## src/rtl/game_pkg.sv

```systemverilog
// Shared definitions for the game timer controller: FSM state encoding and scoring constants.
package game_pkg;

    typedef logic [2:0] state_t;

    localparam state_t ST_IDLE  = 3'd0;
    localparam state_t ST_RUN   = 3'd1;
    localparam state_t ST_PAUSE = 3'd2;
    localparam state_t ST_SCORE = 3'd3;
    localparam state_t ST_DONE  = 3'd4;

    localparam logic [6:0]  MAX_SCORE     = 7'd100;
    localparam logic [10:0] GRACE_SECONDS = 11'd60;

endpackage

```

## src/rtl/game_timer_ctrl_score_eval.sv

```systemverilog
// Combinational score from elapsed seconds: full marks inside the grace period,
// linear falloff to zero at LIMIT.
module score_eval
    import game_pkg::*;
#(
    parameter int LIMIT = 1800
) (
    input  logic [10:0] timer,
    output logic [6:0]  score
);

    localparam logic [10:0] LIMIT_V = 11'(LIMIT);
    localparam logic [17:0] SPAN    = 18'(LIMIT) - {7'd0, GRACE_SECONDS};

    logic [10:0] over_s;
    logic [17:0] prod_s;
    logic [17:0] quot_s;
    logic [10:0] quot_unused_s;

    assign quot_unused_s = quot_s[17:7];

    // Quotient stays below MAX_SCORE whenever timer lies strictly between grace and LIMIT.
    always_comb begin
        over_s = timer - GRACE_SECONDS;
        prod_s = {7'd0, over_s} * {11'd0, MAX_SCORE};
        quot_s = prod_s / SPAN;
        if (timer <= GRACE_SECONDS) begin
            score = MAX_SCORE;
        end else if (timer >= LIMIT_V) begin
            score = 7'd0;
        end else begin
            score = MAX_SCORE - quot_s[6:0];
        end
    end

endmodule

```

## src/rtl/game_timer_ctrl.sv

```systemverilog
// Puzzle game timer: RUN/PAUSE timing, time-limit handling and score latching.
// Optional best-score tracking is enabled by defining GAME_TIMER_BEST_SCORE_EN.
module game_timer_ctrl
    import game_pkg::*;
#(
    parameter int CLK_HZ             = 50_000_000,
    parameter int TIME_LIMIT_MINUTES = 30
) (
    input  logic        clk,
    input  logic        reset_n,
    input  logic        start,
    input  logic        pause,
    input  logic        solved,
    input  logic        abort,
    output logic [10:0] timer,
    output logic        running,
    output logic        time_up,
    output logic        done,
    output logic [6:0]  final_score,
    output logic [6:0]  best_score,
    output logic        new_record
);

    localparam int              LIMIT     = TIME_LIMIT_MINUTES * 60;
    localparam logic [10:0]     LIMIT_V   = 11'(LIMIT);
    localparam int              PW        = (CLK_HZ > 1) ? $clog2(CLK_HZ) : 1;
    localparam logic [PW-1:0]   PRESC_MAX = PW'(CLK_HZ - 1);

    state_t        state_r;
    state_t        state_nxt_s;
    logic [PW-1:0] presc_r;
    logic [PW-1:0] presc_nxt_s;
    logic [10:0]   timer_r;
    logic [10:0]   timer_nxt_s;
    logic [10:0]   timer_inc_s;
    logic          time_up_r;
    logic          time_up_nxt_s;
    logic [6:0]    final_score_r;
    logic          running_r;
    logic          done_r;
    logic          latch_s;
    logic [6:0]    score_s;

    score_eval #(
        .LIMIT (LIMIT)
    ) u_score_eval (
        .timer (timer_r),
        .score (score_s)
    );

    assign timer_inc_s = timer_r + 11'd1;

    // Next-state logic; abort dominates, then solved, pause, start.
    always_comb begin
        state_nxt_s   = state_r;
        presc_nxt_s   = presc_r;
        timer_nxt_s   = timer_r;
        time_up_nxt_s = time_up_r;
        latch_s       = 1'b0;
        if (abort) begin
            state_nxt_s   = ST_IDLE;
            presc_nxt_s   = '0;
            timer_nxt_s   = 11'd0;
            time_up_nxt_s = 1'b0;
        end else begin
            case (state_r)
                ST_IDLE, ST_DONE: begin
                    if (start) begin
                        state_nxt_s   = ST_RUN;
                        presc_nxt_s   = '0;
                        timer_nxt_s   = 11'd0;
                        time_up_nxt_s = 1'b0;
                    end else begin
                        state_nxt_s = state_r;
                    end
                end
                ST_RUN: begin
                    if (solved) begin
                        state_nxt_s = ST_SCORE;
                    end else if (pause) begin
                        state_nxt_s = ST_PAUSE;
                    end else if (presc_r == PRESC_MAX) begin
                        presc_nxt_s = '0;
                        timer_nxt_s = timer_inc_s;
                        if (timer_inc_s == LIMIT_V) begin
                            state_nxt_s   = ST_SCORE;
                            time_up_nxt_s = 1'b1;
                        end else begin
                            state_nxt_s = ST_RUN;
                        end
                    end else begin
                        presc_nxt_s = presc_r + {{(PW-1){1'b0}}, 1'b1};
                    end
                end
                ST_PAUSE: begin
                    if (start) begin
                        state_nxt_s = ST_RUN;
                    end else begin
                        state_nxt_s = ST_PAUSE;
                    end
                end
                ST_SCORE: begin
                    state_nxt_s = ST_DONE;
                    latch_s     = 1'b1;
                end
                default: begin
                    state_nxt_s   = ST_IDLE;
                    presc_nxt_s   = '0;
                    timer_nxt_s   = 11'd0;
                    time_up_nxt_s = 1'b0;
                end
            endcase
        end
    end

    // Game state registers; status outputs are registered from the next state.
    always_ff @(posedge clk or negedge reset_n) begin
        if (!reset_n) begin
            state_r       <= ST_IDLE;
            presc_r       <= '0;
            timer_r       <= 11'd0;
            time_up_r     <= 1'b0;
            final_score_r <= 7'd0;
            running_r     <= 1'b0;
            done_r        <= 1'b0;
        end else begin
            state_r   <= state_nxt_s;
            presc_r   <= presc_nxt_s;
            timer_r   <= timer_nxt_s;
            time_up_r <= time_up_nxt_s;
            running_r <= (state_nxt_s == ST_RUN);
            done_r    <= (state_nxt_s == ST_DONE);
            if (latch_s) begin
                final_score_r <= score_s;
            end
        end
    end

    assign timer       = timer_r;
    assign running     = running_r;
    assign time_up     = time_up_r;
    assign done        = done_r;
    assign final_score = final_score_r;

`ifdef GAME_TIMER_BEST_SCORE_EN
    logic [6:0] best_score_r;
    logic       new_record_r;

    // Best score only moves on a strictly higher result; the pulse lasts one cycle.
    always_ff @(posedge clk or negedge reset_n) begin
        if (!reset_n) begin
            best_score_r <= 7'd0;
            new_record_r <= 1'b0;
        end else if (latch_s && (score_s > best_score_r)) begin
            best_score_r <= score_s;
            new_record_r <= 1'b1;
        end else begin
            new_record_r <= 1'b0;
        end
    end

    assign best_score = best_score_r;
    assign new_record = new_record_r;
`else
    assign best_score = 7'd0;
    assign new_record = 1'b0;
`endif

endmodule

```

## config.mk

```make
export PLATFORM = sky130hd
export DESIGN_NAME = game_timer_ctrl
export DESIGN_NICKNAME = d
export VERILOG_FILES = /design/src/rtl/game_pkg.sv /design/src/rtl/game_timer_ctrl_score_eval.sv /design/src/rtl/game_timer_ctrl.sv
export SDC_FILE = /design/constraint.sdc
export NUM_CORES = 1
export LEC_CHECK = 0
export BUFFER_PORTS_ARGS = -buffer_cell sky130_fd_sc_hd__buf_2
export CORE_ASPECT_RATIO = 0.6
export CORE_MARGIN = 3
export CORE_UTILIZATION = 65
export DETAILED_ROUTE_END_ITERATION = 10
export PLACE_DENSITY = 0.91
export REMOVE_ABC_BUFFERS = 1
export SYNTH_ARGS = -nofsm -noshare
export SYNTH_HDL_FRONTEND = slang
export SYNTH_SLANG_ARGS = --single-unit
```

## constraint.sdc

```tcl
create_clock -name clk -period 14.5 [get_ports clk]
set_clock_uncertainty 0.2 [all_clocks]
set_input_delay 0.725 -clock clk [delete_from_list [all_inputs] [get_ports clk]]
set_output_delay 0.725 -clock clk [all_outputs]
set_load 0.01 [all_outputs]
```

; ---- Word level (Yosys, flattened, before mapping)
; Cells that the tools add are included.
[classes]
n_eq_ne = 14
n_addsub = 4
n_mul = 1
n_mux = 31
reduce_logical = 6
n_lt_le_gt_ge = 2
div_mod_pow = 1
shifts = 0
bitwise_logic = 0
[ops]
columns = operator, count
row1 = $mux W26, 5
row2 = $pmux W26 S3, 1
row3 = $mux W11, 5
row4 = $pmux W11 S3, 1
row5 = $add A26 B1 Y26 const B, 1
row6 = $eq A26 B26 Y1 const B, 1
row7 = $div A18 B11 Y18 const B, 1
row8 = $mul A11 B5 Y16 const B, 1
row9 = $mux W3, 5
row10 = $ne A3 B3 Y1 const B, 5
row11 = $mux W7, 2
row12 = $pmux W3 S4, 1
row13 = $add A11 B1 Y11 const B, 1
row14 = $eq A11 B11 Y1 const B, 1
row15 = $ge A11 B11 Y1 const B, 1
row16 = $le A11 B6 Y1 const B, 1
row17 = $sub A11 B6 Y11 const B, 1
row18 = $mux W1, 8
row19 = $sub A7 B7 Y7 const A, 1
row20 = $eq A3 B1 Y1 const B, 2
row21 = $eq A3 B2 Y1 const B, 2
row22 = $eq A3 B3 Y1 const B, 2
row23 = $reduce_and A6 Y1, 1
row24 = $reduce_and A5 Y1, 1
row25 = 6 further kinds, 8
[word_totals]
latch_bits = 0
mem_bits_rw = 0
elab_cells = 66
register_bits = 50
romBits = 0
in_bits = 6
n_memories = 0
output_inout_bits = 29

; ---- Longest topological paths before layout
; Gate-level depths: netlist (run 1).
[depth]
ltp_word = 9
mapped_depth = 53
mapped_depth_nobuf = 44

; ---- By module
; Synthesis (run 1) repeated with hierarchy kept, for this count alone.
[unflattened]
hier_cells = 1173
hier_area_um2 = 8780.9
[by_module_without_submodules]
columns = mod, seq_area_each_um2, cells_each, area_each_um2, instances
row1 = score_eval, 0.0, 850, 5811.8, 1
row2 = game_timer_ctrl, 1251.2, 323, 2969.1, 1

; ---- Worst setup path after synthesis (run 1)
; OpenSTA, ideal clock, no wires.
[synth_timing]
path_kind = register to register
start = register timer_r[2], in the netlist timer[2]
end = register final_score_r[4], in the netlist final_score[4]
path_buffers = 2
required_time_ns = 14.179
arrival_ns = 10.575
path_stages_with_launch = 44
setup_time_ns = 0.121
synth_period_minus_slack_ns = 10.896
setup_slack_ns = 3.604
cell_sequence = dfrtp_1 -> ha_1 -> and3_1 -> clkbuf_1 -> xnor2_1 -> ha_1 -> ha_1 -> inv_1 -> fa_1 -> inv_1 -> ha_1 -> buf_4 -> a21o_1 -> nor3_2 -> a21oi_1 -> a211oi_4 -> o311ai_4 -> a2111oi_2 -> (+8 left out) -> a31oi_1 -> o21ai_1 -> o22ai_4 -> or3_1 -> a31oi_4 -> xor2_1 -> nor3_1 -> nand3_1 -> o311ai_4 -> nor3_1 -> a211o_1 -> mux2_4 -> a221oi_2 -> a311oi_1 -> ha_1 -> o21ai_0 -> xnor2_1 -> a22o_1
[synth_via]
elab_chain_cells = 6
word_cells_on_any_way = 8
classes_between = add/sub: 2 / mul: 1 / div: 1 / order compare: 2 / mux: 2
[synth_rtl]
columns = element, line_no
row1 = "start, declared", game_timer_ctrl.sv:33  ; logic [10:0] timer_r;
row2 = "start signal, assigned", game_timer_ctrl.sv:129  ; timer_r <= timer_nxt_s;
row3 = $sub A11 B6 Y11, game_timer_ctrl_score_eval.sv:24  ; over_s = timer - GRACE_SECONDS;
row4 = $mul A11 B5 Y16, game_timer_ctrl_score_eval.sv:25  ; prod_s = {7'd0, over_s} * {11'd0, MAX_SCORE};
row5 = $div A18 B11 Y18, game_timer_ctrl_score_eval.sv:26  ; quot_s = prod_s / SPAN;
row6 = $sub A7 B7 Y7, game_timer_ctrl_score_eval.sv:32  ; score = MAX_SCORE - quot_s[6:0];
row7 = $mux W7, game_timer_ctrl_score_eval.sv:29  ; end else if (timer >= LIMIT_V) begin
row8 = $mux W7 (*), game_timer_ctrl_score_eval.sv:27  ; if (timer <= GRACE_SECONDS) begin
row9 = "end signal, assigned", game_timer_ctrl.sv:134  ; final_score_r <= score_s;
row10 = "end, declared", game_timer_ctrl.sv:38  ; logic [6:0] final_score_r;
; Every way passes the cells marked *; elsewhere a longest branch is shown, timed or not.
; A chain may end at the register's enable or synchronous reset.

; ---- Worst setup path in the final report (run 1)
[layout_timing]
start = register timer_r[2], in the netlist timer[2]
end = register final_score_r[6], in the netlist final_score[6]
; The elaborated chain is that of the path after synthesis.

==> results of run 1 <==
worst paths after layout:
check	startpoint	endpoint	slack (ns)	cells after the start
worst max-delay path	timer[2]	final_score[6]	0.90	45
worst min-delay path	final_score[4]	final_score[4]	0.30	1
worst max register to register	timer[2]	final_score[6]	0.90	45
worst min register to register	final_score[4]	final_score[4]	0.30	1
max in group asynchronous	reset_n	timer[2]	13.30	2
min in group asynchronous	reset_n	final_score[4]	0.33	2
layer usage:
| metal | vias to the layer above | GRT usage, % |
|---|---|---|
| li1 | 4143 | - |
| met1 | 4219 | 53.0 |
| met2 | 710 | 48.5 |
| met3 | 49 | 8.12 |
| met4 | 0 | 6.69 |
| met5 | - | 0 |
synth_stat cells (16+ instances only):
| cell | count | area [um2] |
|---|---|---|
| nand3_1 | 47 | 235 |
| buf_4 | 18 | 135 |
| a21oi_1 | 61 | 305 |
| inv_1 | 48 | 180 |
| xor2_1 | 34 | 298 |
| ha_1 | 48 | 601 |
| o21ai_0 | 60 | 300 |
| nor3_1 | 46 | 230 |
| nor2_1 | 120 | 450 |
| clkbuf_1 | 16 | 60.1 |
| xnor2_1 | 50 | 438 |
| dfrtp_1 | 50 | 1250 |
| nand2_1 | 98 | 368 |
worst max-delay path: cells and delay by family, from the launching register on:
family	cells	cell delay, ns
AO/OA/AOI/OAI	22	6.27
XOR/XNOR	4	1.18
adder cells (fa/ha/maj)	5	1.82
buffers and inverters	4	0.48
flip-flops	1	0.62
multiplexers	2	0.68
AND/OR/NAND/NOR	8	2.27
power groups by stage:
stage,sequential [mW],clock (mW),combinational [mW]
final,0.149,0.123,0.0323
after global routing,0.149,0.130,0.0351
after CTS,0.149,0.124,0.0319
after detailed placement,0.151,0,0.0318
after global placement,0.151,0,0.0307
after floorplan,0.153,0,0.0141
state kept, by name, indices dropped and copies added (netlist names):
name / count
time_up: 1
state_r: 3
final_score: 7
presc_r: 26
done: 1
timer: 11
running: 1
layout make-up:
cell class	count	area, um2	share of cell area [%]
Clock buffer	5	125	1.42
Clock inverter	3	28.8	0.327
Inverter	49	184	2.09
Multi-Input combinational cell	973	6850	77.7
Sequential cell	50	1250	14.2
Tap cell	165	206	2.34
Timing Repair Buffer	31	168	1.90
logic make-up after synthesis:
| kind of cell | Yosys count |
|---|---|
| XOR/XNOR | 91 |
| other | 1 |
| buffers and inverters | 104 |
| flip-flops | 50 |
| multiplexers | 12 |
| adder cells (fa/ha/maj) | 54 |
| AND/OR/NAND/NOR | 448 |
| AO/OA/AOI/OAI | 360 |
stage by stage:
step	util (%)	setup WS, ns	instances	area [um2]
finish	70.5	0.901	1276	8810
detailed placement	69.3	1.28	1268	8650
global route	70.5	0.0883	1276	8810
global placement	69.3	1.64	1268	8650
floorplan	-	2.69	1072	8270
CTS	70.5	1.11	1276	8810
timing repair:
item,CTS,global route
setup endpoints to repair,0,2
gates resized for setup,0,2
hold buffers,0,0
endpoints found under the hold margin,0,0
==> reports/results.ini, run 1 <==
[outcome]
run_status=complete, no violations

[setup_path]
cp-end-kind=flip-flop
cpMostUsedCell=ha_1
critPathSlowestCell=dfrtp_2
critical_path_class=flip-flop to flip-flop
required_ns=14.51
arrival_ns=13.61
slowest_delay_ns=0.62
worstPathMaxFanout=25
cp-start-kind=flip-flop

[power]
seqPwrFrac_pct=48.8
finalPower_mw=0.304
intPower_mw=0.220
clock_power_share_pct=40.5
p_sw_share_pct=27.7
comb_power_share_pct=10.6
powerDensity_mw_per_mm2=34.6
switchingPower_mw=0.0845
p_leak_nw=3.56
ir_drop_uv=85.3

[clocking]
clk_pin_slew_worst_paths_ns=0.07
cts_sinks=50
cts_buffers=5
cts_setup_buffers=0
cts-root-buf=clkbuf_16
clk_latency_ns=0.30
cts_tree=done
htree_levels=2
clock_path_buffers=2

[timing]
rsz0062_at_grt=false
period_share_pct=93.8
fin_hold_ws_ns=0.304
hold_viol=0
drv_slew=0
fin_setup_tns_ns=0
fmax_mhz=73.5
setup_viol=0
tightest_slew_ns=1.22
max_slew_margin_pct=18.6
fin_crit_ns=13.60

[die]
die_area_mm2=0.0147
row_count=31
die_width_um=155
io_pins=35
core_area_mm2=0.0125
die_h_um=95.1
start_util_pct=68.9

[global_routing]
antenna_found_initial=0
grt_pass1_wl_mm=42.2
grtUsageTotal_pct=34.4
grt-ovfl-total=0
grt_pass1_vias=8184
grt_max_degree=51

[job]
cap_viol_max_count=0

[placement]
gp_congestion=1.02
dp_hpwl_mm=19.8
numPortBuffers=26

[drt]
viasPerCell=7.15
drt-pass1-iter-count=6
met3_length_mm=3.68
met1Wirelength_mm=11.6
vias=9121
drc_errors=0
wire_per_inst_um=20.4
top_layer_used=met4
wirelength_mm=26.0
drt_iter0_markers=1387
met2WireLength_mm=10.3
ant_nets=0

[logic_synthesis]
netlist_instances=1120
synth.cell_area_mm2=0.00860
synth_compound_area_share_pct=33.2
synth_fa_ha_area_share_pct=8.38
synth_edf_count=0
syn_avg_cell_area_um2=7.68
synth_top_family_by_area=compound AO/OA/AOI/OAI gates
synth_seq_cells=50
synthXorXnorAreaFrac_pct=9.87
synth_ff_type=dfrtp_1
async_reset_ff_share_pct=100
yosysWarnings=0
synth-seq-area-share_pct=14.5
synth_cell_types=123
yosys.area_share.simple_pct=26.2
synth_mux_area_share_pct=1.48

[layout]
fill_cells=981
num_antenna_cells=0
nets=1170
syn2layout_area_growth_pct=2.40
final_common_cell=nor2_1
final_cell_mix=119 x nor2_1, 98 x nand2_1, 61 x a21oi_1
drive_above_1_share_pct=12.2

[worst_hold_path]
min_path_type=flip-flop to flip-flop

Note: power is estimated with default switching activity, not from simulation.
==> run 2, diff against run 1 <==
- CORE_ASPECT_RATIO: 0.6 -> 0.75
==> run 2 against run 1 <==
  * Critical path type unchanged
  * Largest cell class unchanged
  * First-iteration DRC count up 1.3%
  * Via count down 0.86%
  * Worst hold slack better by 0.0091 ns
  * Register-to-register slack better by 0.16 ns
  * Worst setup slack better by 0.16 ns
  * Core utilization down 0.46 points
  * Sequential power about the same
  * Clock-buffer cell count up 1
  * Non-clock buffer count up 1
==> reports/results.ini, run 2 (same netlist as run 1, synthesis figures left out) <==
[placement]
numPortBuffers=26  ; unchanged
gp_congestion=0.984  ; -3.8%
dp_hpwl_mm=18.3  ; -7.9%

[job]
cap_viol_max_count=0  ; unchanged

[die]
die_width_um=139  ; -10%
core_area_mm2=0.0126  ; +0.98%
die_h_um=106  ; +11%
io_pins=35  ; unchanged
row_count=35  ; +13%
die_area_mm2=0.0147  ; -0.21%
start_util_pct=68.2  ; -0.67 points

[power]
powerDensity_mw_per_mm2=36.6  ; +5.8%
p_leak_nw=3.58  ; +0.50%
ir_drop_uv=103  ; +20%

[layout]
regArea_mm2=0.00125  ; about the same
top_register=presc_r
nets=1171  ; +0.085%
final_cell_mix=120 x nor2_1, 98 x nand2_1, 61 x a21oi_1
multi_input_area_mm2=0.00684  ; about the same
largest_reg_flops=26  ; unchanged
final_common_cell=nor2_1
final_util_pct=70.1  ; -0.46 points
num_antenna_cells=0  ; unchanged
drive_above_1_share_pct=12.1  ; -0.10 points
syn2layout_area_growth_pct=2.73
fill_cells=990  ; +0.92%

[setup_path]
reg2reg_depth=43  ; -4.4%
worstPathMaxFanout=19  ; -24%
slowest_delay_ns=0.86  ; +0.24 ns
critPathSlowestCell=a211oi_4
critical_path_class=flip-flop to flip-flop
arrival_ns=13.45  ; -0.16 ns
cp-start-kind=flip-flop
cp-end-kind=flip-flop
required_ns=14.50  ; about the same
cpMostUsedCell=ha_1

[global_routing]
antenna_found_initial=0  ; unchanged
grt-ovfl-total=0  ; unchanged
grt_max_degree=51  ; unchanged
grt_pass1_wl_mm=40.6  ; -3.7%
grtUsageTotal_pct=32.2  ; -2.2 points
grt_pass1_vias=8204  ; +0.24%

[worst_hold_path]
min_path_type=flip-flop to flip-flop
hold_depth=1  ; unchanged

[drt]
met2WireLength_mm=10.3  ; about the same
ant_nets=0  ; unchanged
drc_errors=0  ; unchanged
met1Wirelength_mm=10.7  ; -7.5%
drt-pass1-iter-count=7  ; +1
met3_length_mm=2.83  ; -23%
vias=9043  ; -0.86%
wire_per_inst_um=19.1  ; -6.3%
top_layer_used=met4
viasPerCell=7.08  ; -1.0%
drt_iter0_markers=1405  ; +1.3%
wirelength_mm=24.4  ; -6.1%

[timing]
hold_viol=0  ; unchanged
setup_viol=0  ; unchanged
fmax_mhz=74.4  ; +1.2%
rsz0062_at_grt=false
fin_hold_ws_ns=0.313  ; +0.00911 ns
fin_setup_tns_ns=0  ; unchanged
period_share_pct=92.7  ; -1.1 points
drv_slew=0  ; unchanged
max_slew_margin_pct=23.7  ; +5.1 points
tightest_slew_ns=1.14  ; -0.0769 ns
fin_crit_ns=13.44  ; -0.158 ns

[clocking]
clk_pin_slew_worst_paths_ns=0.07  ; about the same
cts_buffers=5  ; unchanged
postCtsHoldBufs=0  ; unchanged
cts-root-buf=clkbuf_16
cts_sinks=50  ; unchanged
clock_path_buffers=2  ; unchanged
post_cts_resized=0  ; unchanged
cts_tree=done
htree_levels=2  ; unchanged
cts_setup_buffers=0  ; unchanged
clk_latency_ns=0.30  ; about the same

[outcome]
run_status=complete, no violations

## run 2: cell count changes in the layout (fill, tap and decap cells not counted), sizes merged
cell    previous run  this run
buf               31        32
bufinv             0         1
clkbuf             5         6
clkinv             2         0
## run 2: layout make-up
cell class / instances / share of cell area (%)
well taps: 166 / 2.35
inverters: 49 / 2.08
clock buffers: 6 / 1.57
flip-flops and latches: 50 / 14.2
repair buffers: 32 / 1.98
clock inverters: 2 / 0.439
multi-input cells: 973 / 77.4
## run 2: power breakdown
part / switching (mW) / total, mW / internal (mW)
Clock: 0.0551 / 0.142 / 0.0869
Combinational: 0.0232 / 0.0328 / 0.00952
Sequential: 0.00384 / 0.149 / 0.145
## run 2: metal layers
metal,GRT usage [%],vias up
li1,-,4153
met1,47.9,4199
met2,49.1,619
met3,5.31,72
met4,7.19,0
met5,0,-
## run 2: final timing paths
check / start / to / slack, ns
worst max-delay path: timer[2] / final_score[6] / 1.06
worst min-delay path: final_score[1] / final_score[1] / 0.31
worst max register to register: timer[2] / final_score[6] / 1.06
worst min register to register: final_score[1] / final_score[1] / 0.31
max in group asynchronous: reset_n / presc_r[0] / 13.33
min in group asynchronous: reset_n / final_score[4] / 0.32
## run 2: per-stage QoR
step	cells	setup slack (ns)	total power, mW	cell area, um2
2_1_floorplan	1072	2.69	0.167	8270
3_3_place_gp	1270	1.89	0.182	8660
3_5_place_dp	1270	1.63	0.183	8660
4_1_cts	1278	1.37	0.324	8840
5_1_grt	1278	0.309	0.332	8840
6_report	1278	1.06	0.323	8840
## run 2: critical path, delay by kind of cell (launching register included)
kind,cells,cell delay (ns)
simple gates,9,2.10
xor+xnor,3,0.73
flops,1,0.75
compound gates,20,6.37
fa+ha+maj,6,2.24
buf+inv,2,0.10
mux,3,0.80
